[src/rtl/psk_pkg.sv]
// Shared definitions for the PSK receive packer and its output FIFO.
//   BITS_PER_BYTE   : bits per packed output byte
//   BPSK/QPSK_SYM_W : bits carried per symbol decision
//   MODE_*          : mode encoding (1 = BPSK), same as the modulator's out_is_bpsk
//   pack_state_t    : packer FSM states
//   rx_beat_t       : one output beat (byte, frame-end flag, BPSK flag)
package psk_pkg;

   localparam int unsigned BITS_PER_BYTE = 8;
   localparam int unsigned BPSK_SYM_W    = 1;
   localparam int unsigned QPSK_SYM_W    = 2;

   localparam logic MODE_BPSK = 1'b1;
   localparam logic MODE_QPSK = 1'b0;

   typedef enum logic {
      ST_IDLE = 1'b0,
      ST_PACK = 1'b1
   } pack_state_t;

   typedef struct packed {
      logic [BITS_PER_BYTE-1:0] data;
      logic                     last;
      logic                     user;
   } rx_beat_t;

endpackage

[src/rtl/psk_rx_fifo.sv]
// Synchronous first-word fall-through FIFO with registered outputs.
//   clk, rst_n : clock, synchronous active-low reset
//   push       : write push_beat (accepted if not full, or full with a pop)
//   push_beat  : beat to write
//   pop_rdy    : downstream ready; a pop happens on out_vld & pop_rdy
//   out_beat   : head beat, held stable while not popped
//   out_vld    : head beat valid
//   full/empty : occupancy flags
module psk_rx_fifo
   import psk_pkg::*;
#(
   parameter int unsigned DEPTH = 4
) (
   input  logic     clk,
   input  logic     rst_n,
   input  logic     push,
   input  rx_beat_t push_beat,
   input  logic     pop_rdy,
   output rx_beat_t out_beat,
   output logic     out_vld,
   output logic     full,
   output logic     empty
);

   localparam int unsigned PTR_W = (DEPTH > 1) ? $clog2(DEPTH) : 1;
   localparam int unsigned CNT_W = PTR_W + 1;

   rx_beat_t             mem [DEPTH];
   logic [PTR_W-1:0]     wr_ptr;
   logic [PTR_W-1:0]     rd_ptr;
   logic [PTR_W-1:0]     rd_ptr_n;
   logic [CNT_W-1:0]     count;
   logic [CNT_W-1:0]     count_n;
   logic                 pop;
   logic                 push_ok;
   rx_beat_t             head_n;

   // Next-state view; outputs are registered from it so they track storage
   always_comb begin
      pop      = out_vld & pop_rdy;
      push_ok  = push & (~full | pop);
      count_n  = count + CNT_W'(push_ok) - CNT_W'(pop);
      rd_ptr_n = rd_ptr + PTR_W'(pop);
      // A write into an otherwise empty FIFO becomes the head directly
      if (push_ok && ((count - CNT_W'(pop)) == '0))
         head_n = push_beat;
      else
         head_n = mem[rd_ptr_n];
   end

   // Storage array, written only on accepted pushes
   always_ff @(posedge clk) begin
      if (push_ok)
         mem[wr_ptr] <= push_beat;
   end

   // Pointers, occupancy and registered outputs
   always_ff @(posedge clk) begin
      if (!rst_n) begin
         wr_ptr   <= '0;
         rd_ptr   <= '0;
         count    <= '0;
         out_beat <= '0;
         out_vld  <= 1'b0;
         full     <= 1'b0;
         empty    <= 1'b1;
      end else begin
         wr_ptr   <= wr_ptr + PTR_W'(push_ok);
         rd_ptr   <= rd_ptr_n;
         count    <= count_n;
         out_beat <= head_n;
         out_vld  <= (count_n != '0);
         full     <= (count_n == CNT_W'(DEPTH));
         empty    <= (count_n == '0);
      end
   end

endmodule

[src/rtl/psk_demod_packer.sv]
// Packs BPSK/QPSK hard decisions MSB-first into bytes and streams them out
// over AXI-Stream through a small FIFO (input cannot be back-pressured).
//   clk_16d384M, rst_n_16d384M : clock, synchronous active-low reset
//   sym_vld/sym_bits/sym_is_bpsk/sym_last : symbol decision strobe and qualifiers
//   clr_err       : clears the sticky overflow flag
//   m_axis_*      : byte stream; tlast = frame end, tuser = frame was BPSK
//   overflow      : sticky, a byte was dropped because the FIFO was full
//   frame_cnt     : frames whose final byte entered the FIFO (wraps)
module psk_demod_packer
   import psk_pkg::*;
#(
   parameter int unsigned FIFO_DEPTH = 4,
   parameter int unsigned CNT_WIDTH  = 16
) (
   input  logic                 clk_16d384M,
   input  logic                 rst_n_16d384M,
   input  logic                 sym_vld,
   input  logic [1:0]           sym_bits,
   input  logic                 sym_is_bpsk,
   input  logic                 sym_last,
   input  logic                 clr_err,
   output logic [7:0]           m_axis_tdata,
   output logic                 m_axis_tvalid,
   input  logic                 m_axis_tready,
   output logic                 m_axis_tlast,
   output logic                 m_axis_tuser,
   output logic                 overflow,
   output logic [CNT_WIDTH-1:0] frame_cnt
);

   localparam int unsigned BCNT_W = 4;

   pack_state_t              state;
   logic                     mode;
   logic [BITS_PER_BYTE-2:0] sreg;
   logic [BCNT_W-1:0]        bit_cnt;
   logic                     push_vld;
   rx_beat_t                 push_beat;

   logic                     eff_mode;
   logic [BITS_PER_BYTE-1:0] shifted;
   logic [BITS_PER_BYTE-1:0] aligned;
   logic [BCNT_W-1:0]        new_cnt;
   logic                     byte_done;
   logic                     fifo_full;
   logic                     fifo_empty;
   logic                     pop_c;
   logic                     drop_c;
   rx_beat_t                 fifo_beat;

   // Symbol insertion; mode is taken from the first symbol of a frame only
   always_comb begin
      eff_mode  = (state == ST_IDLE) ? sym_is_bpsk : mode;
      shifted   = (eff_mode == MODE_BPSK) ? {sreg, sym_bits[0]}
                                          : {sreg[BITS_PER_BYTE-3:0], sym_bits};
      new_cnt   = bit_cnt + ((eff_mode == MODE_BPSK) ? BCNT_W'(BPSK_SYM_W)
                                                     : BCNT_W'(QPSK_SYM_W));
      byte_done = (new_cnt == BCNT_W'(BITS_PER_BYTE)) | sym_last;
      // Left-align a short final byte, zero-filling the LSBs
      aligned   = shifted << (BCNT_W'(BITS_PER_BYTE) - new_cnt);
      pop_c     = m_axis_tready & ~fifo_empty;
      drop_c    = push_vld & fifo_full & ~pop_c;
   end

   // Packer FSM, push stage, overflow flag and frame counter
   always_ff @(posedge clk_16d384M) begin
      if (!rst_n_16d384M) begin
         state     <= ST_IDLE;
         mode      <= MODE_QPSK;
         sreg      <= '0;
         bit_cnt   <= '0;
         push_vld  <= 1'b0;
         push_beat <= '0;
         overflow  <= 1'b0;
         frame_cnt <= '0;
      end else begin
         push_vld <= 1'b0;
         if (sym_vld) begin
            mode  <= eff_mode;
            state <= sym_last ? ST_IDLE : ST_PACK;
            if (byte_done) begin
               push_vld       <= 1'b1;
               push_beat.data <= aligned;
               push_beat.last <= sym_last;
               push_beat.user <= eff_mode;
               sreg           <= '0;
               bit_cnt        <= '0;
            end else begin
               sreg    <= shifted[BITS_PER_BYTE-2:0];
               bit_cnt <= new_cnt;
            end
         end
         // A new drop wins over a simultaneous clear
         if (drop_c)
            overflow <= 1'b1;
         else if (clr_err)
            overflow <= 1'b0;
         if (push_vld && push_beat.last && !drop_c)
            frame_cnt <= frame_cnt + CNT_WIDTH'(1);
      end
   end

   psk_rx_fifo #(
      .DEPTH (FIFO_DEPTH)
   ) u_fifo (
      .clk       (clk_16d384M),
      .rst_n     (rst_n_16d384M),
      .push      (push_vld),
      .push_beat (push_beat),
      .pop_rdy   (m_axis_tready),
      .out_beat  (fifo_beat),
      .out_vld   (m_axis_tvalid),
      .full      (fifo_full),
      .empty     (fifo_empty)
   );

   assign m_axis_tdata = fifo_beat.data;
   assign m_axis_tlast = fifo_beat.last;
   assign m_axis_tuser = fifo_beat.user;

endmodule

[config.mk]
export PLATFORM = sky130hd
export DESIGN_NAME = psk_demod_packer
export DESIGN_NICKNAME = d
export VERILOG_FILES = /design/src/rtl/psk_pkg.sv /design/src/rtl/psk_rx_fifo.sv /design/src/rtl/psk_demod_packer.sv
export SDC_FILE = /design/constraint.sdc
export NUM_CORES = 1
export LEC_CHECK = 0
export CAP_MARGIN = 5
export CORE_ASPECT_RATIO = 1.25
export CORE_MARGIN = 2
export CORE_UTILIZATION = 52
export DETAILED_ROUTE_END_ITERATION = 7
export GPL_TIMING_DRIVEN = 0
export PLACE_DENSITY_LB_ADDON = 0.3
export SKIP_LAST_GASP = 1
export SLEW_MARGIN = 20
export SYNTH_ARGS = -nofsm -noshare
export SYNTH_HDL_FRONTEND = slang
export SYNTH_HIERARCHICAL = 1
export SYNTH_SLANG_ARGS = --single-unit
[constraint.sdc]
create_clock -name clk_16d384M -period 3 [get_ports clk_16d384M]
set_clock_uncertainty 0.15 [all_clocks]
set_input_delay 0.3 -clock clk_16d384M [delete_from_list [all_inputs] [get_ports clk_16d384M]]
set_output_delay 0.3 -clock clk_16d384M [all_outputs]
set_load 0.01 [all_outputs]
==> results of run 1 <==
-- final timing paths --
kind / startpoint / endpoint / slack (ns) / depth (start not counted)
max: state / push_beat[8] / 0.10 / 10
min: frame_cnt[15] / frame_cnt[15] / 0.36 / 2
max reg2reg: state / push_beat[8] / 0.10 / 10
min reg2reg: frame_cnt[15] / frame_cnt[15] / 0.36 / 2
-- kinds of logic (layout without fill, tap and decap cells) --
kind of cell               count (synthesis)  count (layout)  share of synthesized area, %
DFF                                      101             101                          51.7
and+or+nand+nor                          120             120                          13.7
muxes                                     40              40                          9.46
buffers and inverters                     46             115                          5.26
adders and majority gates                 11              11                          3.10
xor gates and xnor gates                  20              20                          4.22
AOI/OAI and AO/OA                         79              79                          12.6
-- stage by stage --
step / power (mW) / TNS, ns / area [um^2] / cells
after global routing: 3.54 / -0.0114 / 5650 / 606
after global placement: 2.44 / -7.34 / 5240 / 573
after floorplan: 2.23 / 0 / 4730 / 417
after CTS: 3.38 / 0 / 5560 / 598
final: 3.37 / 0 / 5650 / 606
after detailed placement: 2.47 / -5.79 / 5280 / 576
-- per-layer routing --
metal / GRT usage [%] / vias to the layer above / wire length (um) / share of wire (%)
li1: - / 1631 / - / -
met1: 24.7 / 1550 / 4060 / 43
met2: 37.0 / 58 / 4910 / 52
met3: 4.54 / 14 / 321 / 3.4
met4: 7.25 / 0 / 167 / 1.8
met5: 0 / - / 0 / 0
-- area by class of cell --
type                       instances  share of cell area, %
buffer                            18                   2.19
clock buffer                      10                   2.26
clock inverter                     6                   1.26
inverter                          25                   1.79
multi-input combinational        270                   37.8
sequential                       101                   43.0
tap                              120                   2.66
timing repair buffer              56                   9.04
-- timing repair --
item | CTS | global route
gates resized for setup | 6 | 10
setup buffers | 6 | 11
pin swaps | 3 | 7
endpoints found under the hold margin | 0 | 0
setup endpoints to repair | 8 | 18
-- cell usage in the layout (no fill, tap or decap), types with 4 or more instances in the layout --
cell type        synthesis  layout
dfxtp_1                 61      60
edfxtp_1                40      40
clkdlybuf4s50_1          0      36
nand2_1                 26      26
mux2i_1                 27      26
inv_1                   24      23
nor2_1                  23      22
buf_4                    2      22
and2_1                  20      20
o22ai_1                 17      17
xnor2_1                 16      13
clkbuf_8                 2      10
mux2_2                  10      10
nor2b_1                  9       9
o21ai_0                 11       9
nor3_1                   9       8
a32o_1                   8       8
clkbuf_1                 7       7
ha_1                    10       7
a21oi_1                  6       6
nand4_1                  6       6
a21boi_0                 6       6
or3_1                    5       5
o21a_1                   4       4
-- worst min-delay path, delay by kind of cell, from the launching register on --
family / cells / cell delay (ns)
AOI/OAI and AO/OA: 2 / 0.14
DFF: 1 / 0.33
-- power groups by stage --
stage	Clock [mW]	Combinational, mW	Sequential (mW)
global placement	0	0.855	1.59
global route	0.958	1.01	1.57
floorplan	0	0.636	1.60
CTS	0.902	0.915	1.56
finish	0.881	0.926	1.56
detailed placement	0	0.880	1.59
-- sequential cells by signal, summed over array words and instances, names as in the netlist, 2 cells and up --
register,flops
sreg,7
u_fifo/rd_ptr,2
u_fifo/count,3
u_fifo/mem,40
u_fifo/out_beat,10
u_fifo/wr_ptr,2
bit_cnt,4
frame_cnt,16
push_beat,10
==> flow_summary_export.csv, run 1 <==
group,metric,value,unit
status,status,"finished, final reports clean",
job,cap_violations,0,
layout,fin_util,64.9,%
worst_setup_path,cp-start-kind,"flop",
worst_setup_path,critPathArrivalTime,3.02,ns
sta,slew_headroom,59.7,%
die,row_count,38,
layout,syn_to_final_growth,20.6,%
worst_setup_path,crit_path_cell_trace,"mux2i_4 > buf_6 > ha_2 > xnor2_4 > ha_4 > xnor2_4 > xor2_4 > o21ai_1 > o32a_1 > a32o_1",
yosys,netlist_area,4680,um^2
worst_setup_path,crit_fanout,6,
layout,fill_cells,692,
routing,drc,0,
yosys,syn_nets,437,
grt,grt_pass1_wl,15.4,mm
placement,pre_cts_ws,-0.588,ns
yosys,yosysUniqueCellTypes,68,
worst_setup_path,critPathCaptureType,"flop",
power,seqPwrFrac,46.4,%
power,ir_drop,0.000285,V
clock_tree,clock_path_buffers,2,
placement,dpl.hpwl,6.65,mm
die,die_h,110,um
worst_setup_path,crit_required,3.13,ns
grt,grt_antenna_before_repair,0,
sta,fin_crit_sh,96.6,%
die,core,8700,um^2
power,switching_share,28.7,%
sta,tightest_slew,0.603,ns
routing,first_pass_iters,4,
die,dieArea,9780,um^2
worst_setup_path,cp_top_family,"compound AO/OA/AOI/OAI gates",
power,p_leak,2.03,nW
die,num_io_pins,37,
yosys,synth_top_cell_by_area,"dfxtp_1",
yosys,synth_cells,417,
clock_tree,cts.sinks,101,
sta,slew_viol_final,0,
power,power_frac_comb,27.5,%
power,power-per-cell-area,596,nW/um^2
sta,hold-worst-slack,0.362,ns
clock_tree,cts_buffers,9,
yosys,synth_edf_count,40,
yosys,netlist_top_cells_count,"dfxtp_1 (61), edfxtp_1 (40), mux2i_1 (27)",
layout,n_antenna_cell,0,
power,clock_power_share,26.2,%
power,p_int,2.40,mW
yosys,yosys_warnings,6,
routing,wire_per_inst,15.6,um
clock_tree,clkTransAtPathRegs,0.10,ns
routing,route.vias.total,3253,
yosys,yosys-top-cells-area,"dfxtp_1 (26%), edfxtp_1 (26%), mux2i_1 (5.8%), xnor2_1 (3.0%), and2_1 (2.7%)",
grt,grt_max_degree,18,
layout,seqCellArea,2430,um^2
yosys,async_flop_share,0,%
worst_setup_path,crit_path_frequent_cell,"xnor2_4",
worst_setup_path,path_class,"flop to flop",
grt,grt-ovfl-total,0,
worst_setup_path,critical_path_buf_inv_count,1,
sta,setup_viol,0,
grt,grt_pass1_vias,3141,
placement,io_buffers,36,
sta,worst_slack,0.103,ns
yosys,synth_most_common_cell,"dfxtp_1",
hold_path,min_path_type,"flop to flop",
routing,wirelength,9.46,mm
routing,viasPerCell,5.37,
layout,nets,501,
routing,drtIter0Drc,135,
sta,max_freq,0.345,GHz
routing,antenna_left,0,
grt,grt_usage,20.9,%
clock_tree,root_buffer,"clkbuf_8",
die,start_util,53.8,%
clock_tree,cts_htree_levels,3,
yosys,yosysTopAreaCellShare,26.1,%
yosys,synth.avg_cell_area,11.2,um^2
yosys,ys.flop_type,"dfxtp_1",
placement,place.gp.congestion,0.816,
clock_tree,cts_tree,"done",
sta,finalCriticalPeriod,2.90,ns
layout,multi_input_area,2140,um^2
die,die_w,88.9,um
worst_setup_path,cp_slowest_cell,"dfxtp_4",
clock_tree,clock_latency,0.38,ns
yosys,ys_seq_elements,101,
worst_setup_path,slowest_delay,0.38,ns
yosys,ys_seq_area_share,51.7,%
power,power.switching,0.968,mW
clock_tree,cts-hold-fix-buffers,0,
sta,hold_viol,0,
layout,final_layout_size_suffix_gt1_share,17.7,%
Note: power is estimated with default switching activity, not from simulation.
==> run 2, diff against run 1 <==
- SETUP_SLACK_MARGIN: default -> 0.05
==> run 2 against run 1 <==
  * Count of clock-buffer cells in the layout shrank 1
  * Global-route usage is 0.18 points higher
  * Worst setup slack improved by 0.043 ns
  * Non-clock buffer count shrank 2
  * Final cell count decreased by 0.33%
  * Largest cell class unchanged
  * Critical path type unchanged
  * Cell area grew 0.22%
  * Sequential power barely moved
  * Clock power increased by 2.6%
  * Sequential share of layout area is 0.14 points lower
  * Power grew 1.1%
==> flow_summary_export.csv, run 2 (same netlist as run 1, synthesis figures left out) <==
group,metric,value,unit
placement,dpl.hpwl,6.73,mm
power,p_int,2.42,mW
power,p_leak,2.04,nW
worst_setup_path,critPathArrivalTime,2.97,ns
layout,fin_util,65.1,%
die,core,8700,um^2
worst_setup_path,critPathCaptureType,"flop",
routing,m1WireLength,4.11,mm
sta,hold-worst-slack,0.364,ns
clock_tree,cts_htree_levels,3,
placement,pre_cts_ws,-0.546,ns
power,power-per-cell-area,602,nW/um^2
clock_tree,cts_buffers,9,
sta,slew_viol_final,0,
grt,grt_max_degree,20,
worst_setup_path,cp-start-kind,"flop",
layout,final_cell_mix,"dfxtp_1 (60), edfxtp_1 (40), clkdlybuf4s50_1 (36)",
worst_setup_path,crit_required,3.11,ns
routing,wire_per_inst,15.6,um
routing,route.vias.total,3243,
clock_tree,clkTransAtPathRegs,0.10,ns
routing,routed.top_layer,"met4",
die,row_count,38,
power,clock_power_share,26.6,%
die,die_w,88.9,um
job,cap_violations,0,
layout,n_antenna_cell,0,
power,seqPwrFrac,45.8,%
routing,met3_length,238,um
clock_tree,cts-hold-fix-buffers,0,
die,start_util,53.8,%
sta,slew_headroom,60.4,%
power,ir_drop,0.000329,V
power,switching_share,28.9,%
grt,grt-ovfl-total,0,
worst_setup_path,crit_fanout,10,
routing,drc,0,
sta,setup_viol,0,
layout,top_register,"u_fifo/mem",
sta,hold_viol,0,
grt,grt_pass1_wl,15.6,mm
layout,nets,499,
routing,met2_length,4.94,mm
layout,largest_reg_flops,40,
grt,grt_pass1_vias,3178,
sta,max_freq,0.350,GHz
power,power.switching,0.983,mW
worst_setup_path,path_class,"flop to flop",
layout,syn_to_final_growth,20.9,%
grt,grt_usage,21.1,%
sta,worst_slack,0.146,ns
status,status,"finished, final reports clean",
grt,grt_antenna_before_repair,0,
hold_path,min_path_type,"flop to flop",
clock_tree,clock_latency,0.36,ns
routing,viasPerCell,5.37,
layout,fin_cells,604,
routing,antenna_left,0,
clock_tree,cts_tree,"done",
layout,final_common_cell,"dfxtp_1",
die,die_h,110,um
sta,finalCriticalPeriod,2.85,ns
layout,largestRegisters,"u_fifo/mem (40), frame_cnt (16)",
clock_tree,root_buffer,"clkbuf_8",
die,dieArea,9780,um^2
sta,tightest_slew,0.592,ns
sta,fin_crit_sh,95.1,%
power,power_frac_comb,27.6,%
routing,drtIter0Drc,164,
routing,wirelength,9.40,mm
placement,place.gp.congestion,0.830,
clock_tree,clock_path_buffers,2,
sta,rsz0062_at_grt,"false",
clock_tree,cts.sinks,101,
die,num_io_pins,37,
placement,io_buffers,36,
placement,dp.cells,576,
routing,first_pass_iters,4,
layout,final_layout_size_suffix_gt1_share,17.8,%
-- run 2: changes by cell type in the layout (fill, tap and decap cells not counted), sizes merged --
cell      delta
inv          +4
buf          -2
clkinv       -2
clkbuf       -1
clkinvlp     -1
-- run 2: power by group through the flow --
| stage | sequential (mW) | clock [mW] | combinational [mW] |
|---|---|---|---|
| floorplan | 1.60 | 0 | 0.638 |
| global placement | 1.59 | 0 | 0.858 |
| detailed placement | 1.59 | 0 | 0.882 |
| CTS | 1.56 | 0.925 | 0.909 |
| global route | 1.57 | 0.981 | 1.03 |
| finish | 1.56 | 0.904 | 0.940 |
-- run 2: worst max-delay path, cell delays in order (launching register included) --
cell,delay [ns]
dfxtp_2,0.37
mux2i_4,0.25
inv_2,0.07
buf_8,0.13
ha_4,0.27
inv_4,0.05
buf_8,0.13
ha_4,0.18
xnor2_4,0.25
xor2_4,0.23
o21ai_2,0.07
o32a_1,0.38
a32o_1,0.23
-- run 2: timing repair --
action	4_1_cts	5_1_grt
pin swaps	4	6
endpoints found under the hold margin	0	0
cloned	0	0
setup buffers	6	7
setup endpoints to repair	6	18
gates resized for setup	3	9
-- run 2: metal layers --
metal  track usage, %  vias to the layer above
li1                 -                     1624
met1             25.6                     1564
met2             36.7                       47
met3             4.54                        8
met4             7.25                        0
met5                0                        -
-- run 2: path summary, 6_finish.rpt --
check / from / end / slack (ns) / cells after the start
max reg2reg: state / push_beat[8] / 0.15 / 12
min: frame_cnt[15] / frame_cnt[15] / 0.36 / 2
max: state / push_beat[8] / 0.15 / 12
min reg2reg: frame_cnt[15] / frame_cnt[15] / 0.36 / 2
-- run 2: cell type report --
type | count | area, um^2
Sequential cell | 101 | 2420
Multi-Input combinational cell | 270 | 2150
Buffer | 20 | 154
Clock inverter | 7 | 86.3
Timing Repair Buffer | 52 | 480
Inverter | 25 | 96.3
Clock buffer | 9 | 124
Tap cell | 120 | 150
Fill cell | 697 | 3040
-- run 2: through the flow --
stage	cell area (um^2)	TNS, ns	power [mW]
2_1_floorplan	4740	0	2.24
3_3_place_gp	5250	-6.00	2.45
3_5_place_dp	5290	-5.10	2.48
4_1_cts	5560	0	3.40
5_1_grt	5660	0	3.58
6_report	5660	0	3.41
